<file path="src/rtl/coef_limit_pkg.sv">
// Shared constants and helpers for LIMD-class coefficient limiters.
// All bounds scale with the coefficient width (1.0 = 2^(WIDTH-2)).
package coef_limit_pkg;

    localparam int DEF_WIDTH    = 16;
    localparam int DEF_CHANNELS = 4;
    localparam int DEF_CNTW     = 8;

    function automatic int chw_of(input int channels);
        return (channels <= 2) ? 1 : $clog2(channels);
    endfunction

    // a2 upper bound: 0.75
    function automatic int a2_ul_of(input int width);
        return 3 << (width - 4);
    endfunction

    // One-minus-epsilon term used to derive the a1 bound: 15/16
    function automatic int ome_of(input int width);
        return 15 << (width - 6);
    endfunction

endpackage

</file>
<file path="src/rtl/coef_limit_mc_clamp.sv">
// Signed inclusive clamp to [-upper, upper]; clip is set only when the value
// lies strictly outside the bounds.
module coef_clamp #(
    parameter int W = 16
) (
    input  logic signed [W-1:0] value,
    input  logic signed [W-1:0] upper,
    output logic signed [W-1:0] result,
    output logic                clip
);

    logic signed [W-1:0] lower;

    assign lower = -upper;

    always_comb begin
        result = value;
        clip   = 1'b0;
        if (value > upper) begin
            result = upper;
            clip   = 1'b1;
        end else if (value < lower) begin
            result = lower;
            clip   = 1'b1;
        end
    end

endmodule

</file>
<file path="src/rtl/coef_limit_mc.sv">
// Two-stage, channel-multiplexed a1/a2 predictor coefficient limiter with
// per-channel saturating clip counters and registered counter readback.
module coef_limit_mc
    import coef_limit_pkg::*;
#(
    parameter  int WIDTH    = DEF_WIDTH,
    parameter  int CHANNELS = DEF_CHANNELS,
    parameter  int CNTW     = DEF_CNTW,
    localparam int CHW      = chw_of(CHANNELS)
) (
    input  logic             clk,
    input  logic             reset,
    input  logic             in_valid,
    input  logic [CHW-1:0]   in_ch,
    input  logic [WIDTH-1:0] A1T,
    input  logic [WIDTH-1:0] A2T,
    input  logic             bypass,
    input  logic             clr_cnt,
    input  logic [CHW-1:0]   rd_ch,
    output logic             out_valid,
    output logic [CHW-1:0]   out_ch,
    output logic [WIDTH-1:0] A1P,
    output logic [WIDTH-1:0] A2P,
    output logic [CNTW-1:0]  rd_cnt,
    input  logic             scan_in0,
    input  logic             scan_in1,
    input  logic             scan_in2,
    input  logic             scan_in3,
    input  logic             scan_in4,
    input  logic             scan_enable,
    input  logic             test_mode,
    output logic             scan_out0,
    output logic             scan_out1,
    output logic             scan_out2,
    output logic             scan_out3,
    output logic             scan_out4
);

    localparam logic signed [WIDTH-1:0] A2UL   = WIDTH'(a2_ul_of(WIDTH));
    localparam logic signed [WIDTH:0]   OME    = (WIDTH+1)'(ome_of(WIDTH));
    localparam logic [CHW:0]            CH_LIM = (CHW+1)'(CHANNELS);

    logic             ch_ok;
    logic [WIDTH-1:0] a2_lim;
    logic             a2_clip;

    logic             s1_valid;
    logic [CHW-1:0]   s1_ch;
    logic [WIDTH-1:0] s1_a1;
    logic [WIDTH-1:0] s1_a2;
    logic             s1_byp;
    logic             s1_a2_clip;

    logic [WIDTH:0]   a1_ul;
    logic [WIDTH:0]   a1_lim_x;
    logic             a1_clip;
    logic             out_clip;

    logic [CNTW-1:0]  cnt [CHANNELS];
    logic             rd_ok;
    logic             unused_bits;

    assign ch_ok = in_valid && ({1'b0, in_ch} < CH_LIM);
    assign rd_ok = {1'b0, rd_ch} < CH_LIM;

    coef_clamp #(.W(WIDTH)) u_a2_clamp (
        .value  (A2T),
        .upper  (A2UL),
        .result (a2_lim),
        .clip   (a2_clip)
    );

    // Coefficient data only loads on an accepted sample, so idle cycles hold it.
    always_ff @(posedge clk or negedge reset) begin
        if (!reset) begin
            s1_valid   <= 1'b0;
            s1_ch      <= '0;
            s1_a1      <= '0;
            s1_a2      <= '0;
            s1_byp     <= 1'b0;
            s1_a2_clip <= 1'b0;
        end else begin
            s1_valid <= ch_ok;
            if (ch_ok) begin
                s1_ch      <= in_ch;
                s1_a1      <= A1T;
                s1_a2      <= bypass ? A2T : a2_lim;
                s1_byp     <= bypass;
                s1_a2_clip <= a2_clip && !bypass;
            end
        end
    end

    // One extra bit keeps OME - A2P1 exact for every stage-1 value.
    assign a1_ul = OME - {s1_a2[WIDTH-1], s1_a2};

    coef_clamp #(.W(WIDTH+1)) u_a1_clamp (
        .value  ({s1_a1[WIDTH-1], s1_a1}),
        .upper  (a1_ul),
        .result (a1_lim_x),
        .clip   (a1_clip)
    );

    always_ff @(posedge clk or negedge reset) begin
        if (!reset) begin
            out_valid <= 1'b0;
            out_ch    <= '0;
            A1P       <= '0;
            A2P       <= '0;
            out_clip  <= 1'b0;
        end else begin
            out_valid <= s1_valid;
            if (s1_valid) begin
                out_ch   <= s1_ch;
                A1P      <= s1_byp ? s1_a1 : a1_lim_x[WIDTH-1:0];
                A2P      <= s1_a2;
                out_clip <= !s1_byp && (a1_clip || s1_a2_clip);
            end
        end
    end

    // Clear takes priority over a coincident increment; counts saturate.
    always_ff @(posedge clk or negedge reset) begin
        if (!reset) begin
            for (int i = 0; i < CHANNELS; i++) cnt[i] <= '0;
        end else if (clr_cnt) begin
            for (int i = 0; i < CHANNELS; i++) cnt[i] <= '0;
        end else if (out_valid && out_clip && (cnt[out_ch] != '1)) begin
            cnt[out_ch] <= cnt[out_ch] + CNTW'(1);
        end
    end

    always_ff @(posedge clk or negedge reset) begin
        if (!reset) begin
            rd_cnt <= '0;
        end else begin
            rd_cnt <= rd_ok ? cnt[rd_ch] : '0;
        end
    end

    assign scan_out0 = 1'b0;
    assign scan_out1 = 1'b0;
    assign scan_out2 = 1'b0;
    assign scan_out3 = 1'b0;
    assign scan_out4 = 1'b0;

    assign unused_bits = ^{scan_in0, scan_in1, scan_in2, scan_in3, scan_in4,
                           scan_enable, test_mode, a1_lim_x[WIDTH]};

endmodule

</file>
<file path="config.mk">
export PLATFORM = sky130hd
export DESIGN_NAME = coef_limit_mc
export DESIGN_NICKNAME = d
export VERILOG_FILES = /design/src/rtl/coef_limit_pkg.sv /design/src/rtl/coef_limit_mc_clamp.sv /design/src/rtl/coef_limit_mc.sv
export SDC_FILE = /design/constraint.sdc
export NUM_CORES = 1
export LEC_CHECK = 0
export ABC_AREA = 1
export BUFFER_PORTS_ARGS = -buffer_cell sky130_fd_sc_hd__buf_2
export CAP_MARGIN = 10
export CORE_ASPECT_RATIO = 0.9
export CORE_MARGIN = 2
export CORE_UTILIZATION = 55
export CTS_CLUSTER_SIZE = 24
export DETAILED_ROUTE_END_ITERATION = 12
export GPL_ROUTABILITY_DRIVEN = 0
export PLACE_DENSITY = 0.75
export SLEW_MARGIN = 20
export SYNTH_ARGS = -nofsm -noshare
export SYNTH_HDL_FRONTEND = slang
export SYNTH_HIERARCHICAL = 1
export SYNTH_SLANG_ARGS = --single-unit
</file>
<file path="constraint.sdc">
create_clock -name clk -period 4.91 [get_ports clk]
set_input_delay 0.491 -clock clk [delete_from_list [all_inputs] [get_ports clk]]
set_output_delay 0.491 -clock clk [all_outputs]
set_load 0.01 [all_outputs]
</file>
==> out/qor.json <==
{
  "post_drt_wl_per_cell_um": 14.30,
  "core_region_area_um2": 16020,
  "slew_viol_final": 0,
  "drt_wl_total_um": 23460,
  "worstPathRequired_ns": 5.19,
  "timing.max_slew.rel_slack_pct": 32.97,
  "cts_inserted_buffers": 17,
  "grt_first_pass_wirelength_um": 38350,
  "post_cts.resized_instances": 0,
  "run_status": "finished, final reports clean",
  "portBuffers": 83,
  "first_global_vias": 7751,
  "cellLeakagePower_nw": 5.583,
  "detailedRoute.firstIterationViolations": 678,
  "grt_overflow_total": 0,
  "ff_latch_area_um2": 2829,
  "diodes": 0,
  "io-pin-count": 96,
  "antenna_found_initial": 0,
  "fp.dieArea_um2": 17270,
  "grt_max_degree": 72,
  "cts-hold-fix-buffers": 0,
  "postRouteAntennaNets": 0,
  "summed_negative_setup_slack_over_all_endpoints_ns": 0,
  "min_period_over_period_pct": 88.46,
  "p_total_mw": 3.510,
  "fin_nets": 1537,
  "multi_input_comb_area_um2": 5533,
  "yosysWarningCount": 6,
  "maximum_buffer_depth_of_the_clock_tree": 2,
  "final-setup-viol-count": 0,
  "clock_insertion_delay_worst_skew_ns": 0.42,
  "clock-root-buffer": "sky130_fd_sc_hd__clkbuf_16",
  "finalNonFillerCells": 1641,
  "end_kind": "flop",
  "fillCellCount": 1479,
  "grt_setup_unrepaired": "no",
  "drcViolationCount": 0,
  "worstPathArrival_ns": 4.62,
  "route.detailed.vias_per_inst": 5.352,
  "fin_skew_ns": 0.008364,
  "criticalPathCategory": "flop to flop",
  "row_count": 44,
  "final_layout_size_suffix_gt1_share_pct": 11.65,
  "initial_core_util_pct": 55.72,
  "vdd_ir_drop_max_mv": 0.2846,
  "fin_area_um2": 10170,
  "path_clk_slew_ns": 0.06,
  "vias": 8782,
  "tritoncts_clock_tree": "done",
  "drt_first_pass_iters": 5,
  "cts.sink_count": 113,
  "grt.total_usage_pct": 27.14,
  "syn-instance-count": 1297,
  "report.final.hold_viol_count": 0,
  "layout_min_cycle_time_ns": 4.344,
  "chip_height_um": 124.9,
  "syn2layout_area_growth_pct": 13.95,
  "min_path_type": "input pin to asynchronous set/reset pin",
  "max_clock_freq_mhz": 230.2,
  "maxCapViolCount": 0,
  "timing.reg2reg.worst_path_depth": 25,
  "fp.dieW_um": 138.3,
  "dpl.hpwl_um": 16940,
  "dpl-instance-area_um2": 9575,
  "cts_post_setup_buffers_inserted": 0,
  "p_per_area_nw_per_um2": 345.1,
  "worstPathMaxFanout": 16,
  "postSynthAreaPerCell_um2": 6.882,
  "mappedNetlistArea_um2": 8926,
  "startpoint_type": "flop",
  "htreeDepth": 4,
  "max_slew.worst_pin.slew_ns": 0.9993,
  "numPlacedInstances": 1609
}
==> path summary, 6_finish.rpt <==
| kind | start | end | slack [ns] |
|---|---|---|---|
| max reg2reg | s1_a2[0] | out_clip | 0.57 |
| max in group asynchronous | reset | s1_valid | 3.59 |
| min reg2reg | s1_ch[0] | s1_ch[0] | 0.48 |
| min in group clk | A1T[1] | s1_a1[1] | 0.27 |
| max | s1_a2[0] | out_clip | 0.57 |
| min | reset | s1_a1[14] | 0.20 |
==> report_power, final <==
| part | total, mW | switching (mW) | internal, mW |
|---|---|---|---|
| Clock | 1.24 | 0.477 | 0.766 |
| Sequential | 1.12 | 0.0920 | 1.02 |
| Combinational | 1.15 | 0.758 | 0.393 |
| Total | 3.51 | 1.33 | 2.18 |
==> state kept, by name, indices dropped and copies added (netlist names), 2 cells and up <==
name    cells
s1_a2      16
out_ch      2
s1_a1      16
cnt        32
A2P        16
s1_ch       2
rd_cnt      8
A1P        16
==> per-layer routing <==
layer	share of wire [%]	global-route usage, %	vias up
li1	-	-	4405
met5	0	0	-
met1	48	40.19	4039
met4	1.5	8.343	0
met2	44	40.89	305
met3	6.8	4.268	33
==> critical path, stage by stage (launching register included) <==
cell and delay, ns:
sky130_fd_sc_hd__dfrtp_1 0.46, sky130_fd_sc_hd__inv_1 0.17, sky130_fd_sc_hd__nand3_1 0.14, sky130_fd_sc_hd__nor2_1 0.11
sky130_fd_sc_hd__nand2_1 0.12, sky130_fd_sc_hd__nor3_1 0.36, sky130_fd_sc_hd__nand2_1 0.12, sky130_fd_sc_hd__nand2_1 0.11
sky130_fd_sc_hd__xor2_1 0.39, sky130_fd_sc_hd__nor2_1 0.09, sky130_fd_sc_hd__nand2_1 0.11, sky130_fd_sc_hd__nor2_1 0.04
sky130_fd_sc_hd__nand2_1 0.06, sky130_fd_sc_hd__xor2_1 0.06, sky130_fd_sc_hd__ha_1 0.36, sky130_fd_sc_hd__nand2_1 0.11
sky130_fd_sc_hd__nor2_2 0.13, sky130_fd_sc_hd__nand2_1 0.09, sky130_fd_sc_hd__inv_1 0.06, sky130_fd_sc_hd__nand2_1 0.11
sky130_fd_sc_hd__nand2_2 0.12, sky130_fd_sc_hd__nand2_2 0.23, sky130_fd_sc_hd__nand2_1 0.16, sky130_fd_sc_hd__nand2_1 0.08
sky130_fd_sc_hd__o211ai_1 0.30, sky130_fd_sc_hd__o21ai_0 0.14
==> metrics by stage <==
stage / setup slack (ns) / hold WS [ns] / util [%]
floorplan: 1.368 / 0.1954 / -
global placement: 0.7401 / 0.4622 / 59.77
detailed placement: 0.6459 / 0.4604 / 59.77
CTS: 0.6228 / 0.2318 / 63.49
global route: 0.06524 / 0.2671 / 63.49
finish: 0.5665 / 0.2006 / 63.49
==> final cells by class <==
type                       instances  share of cell area [%]
clock buffer                      18                   4.318
clock inverter                    14                   1.538
inverter                         133                   4.908
multi-input combinational       1068                   54.40
sequential                       113                   27.81
tap                              207                   2.546
timing repair buffer              88                   4.478
==> placed cells by master (no fill, tap or decap), types with 12 or more instances in the layout <==
cell type,n
sky130_fd_sc_hd__a21oi_1,39
sky130_fd_sc_hd__a31oi_1,16
sky130_fd_sc_hd__buf_2,82
sky130_fd_sc_hd__clkbuf_16,17
sky130_fd_sc_hd__conb_1,68
sky130_fd_sc_hd__dfrtp_1,112
sky130_fd_sc_hd__ha_1,68
sky130_fd_sc_hd__inv_1,128
sky130_fd_sc_hd__nand2_1,411
sky130_fd_sc_hd__nand2_2,12
sky130_fd_sc_hd__nand3_1,152
sky130_fd_sc_hd__nand4_1,25
sky130_fd_sc_hd__nor2_1,127
sky130_fd_sc_hd__o21ai_0,38
sky130_fd_sc_hd__o22ai_1,24
sky130_fd_sc_hd__xor2_1,36
Power figures use the tool's default switching activity.
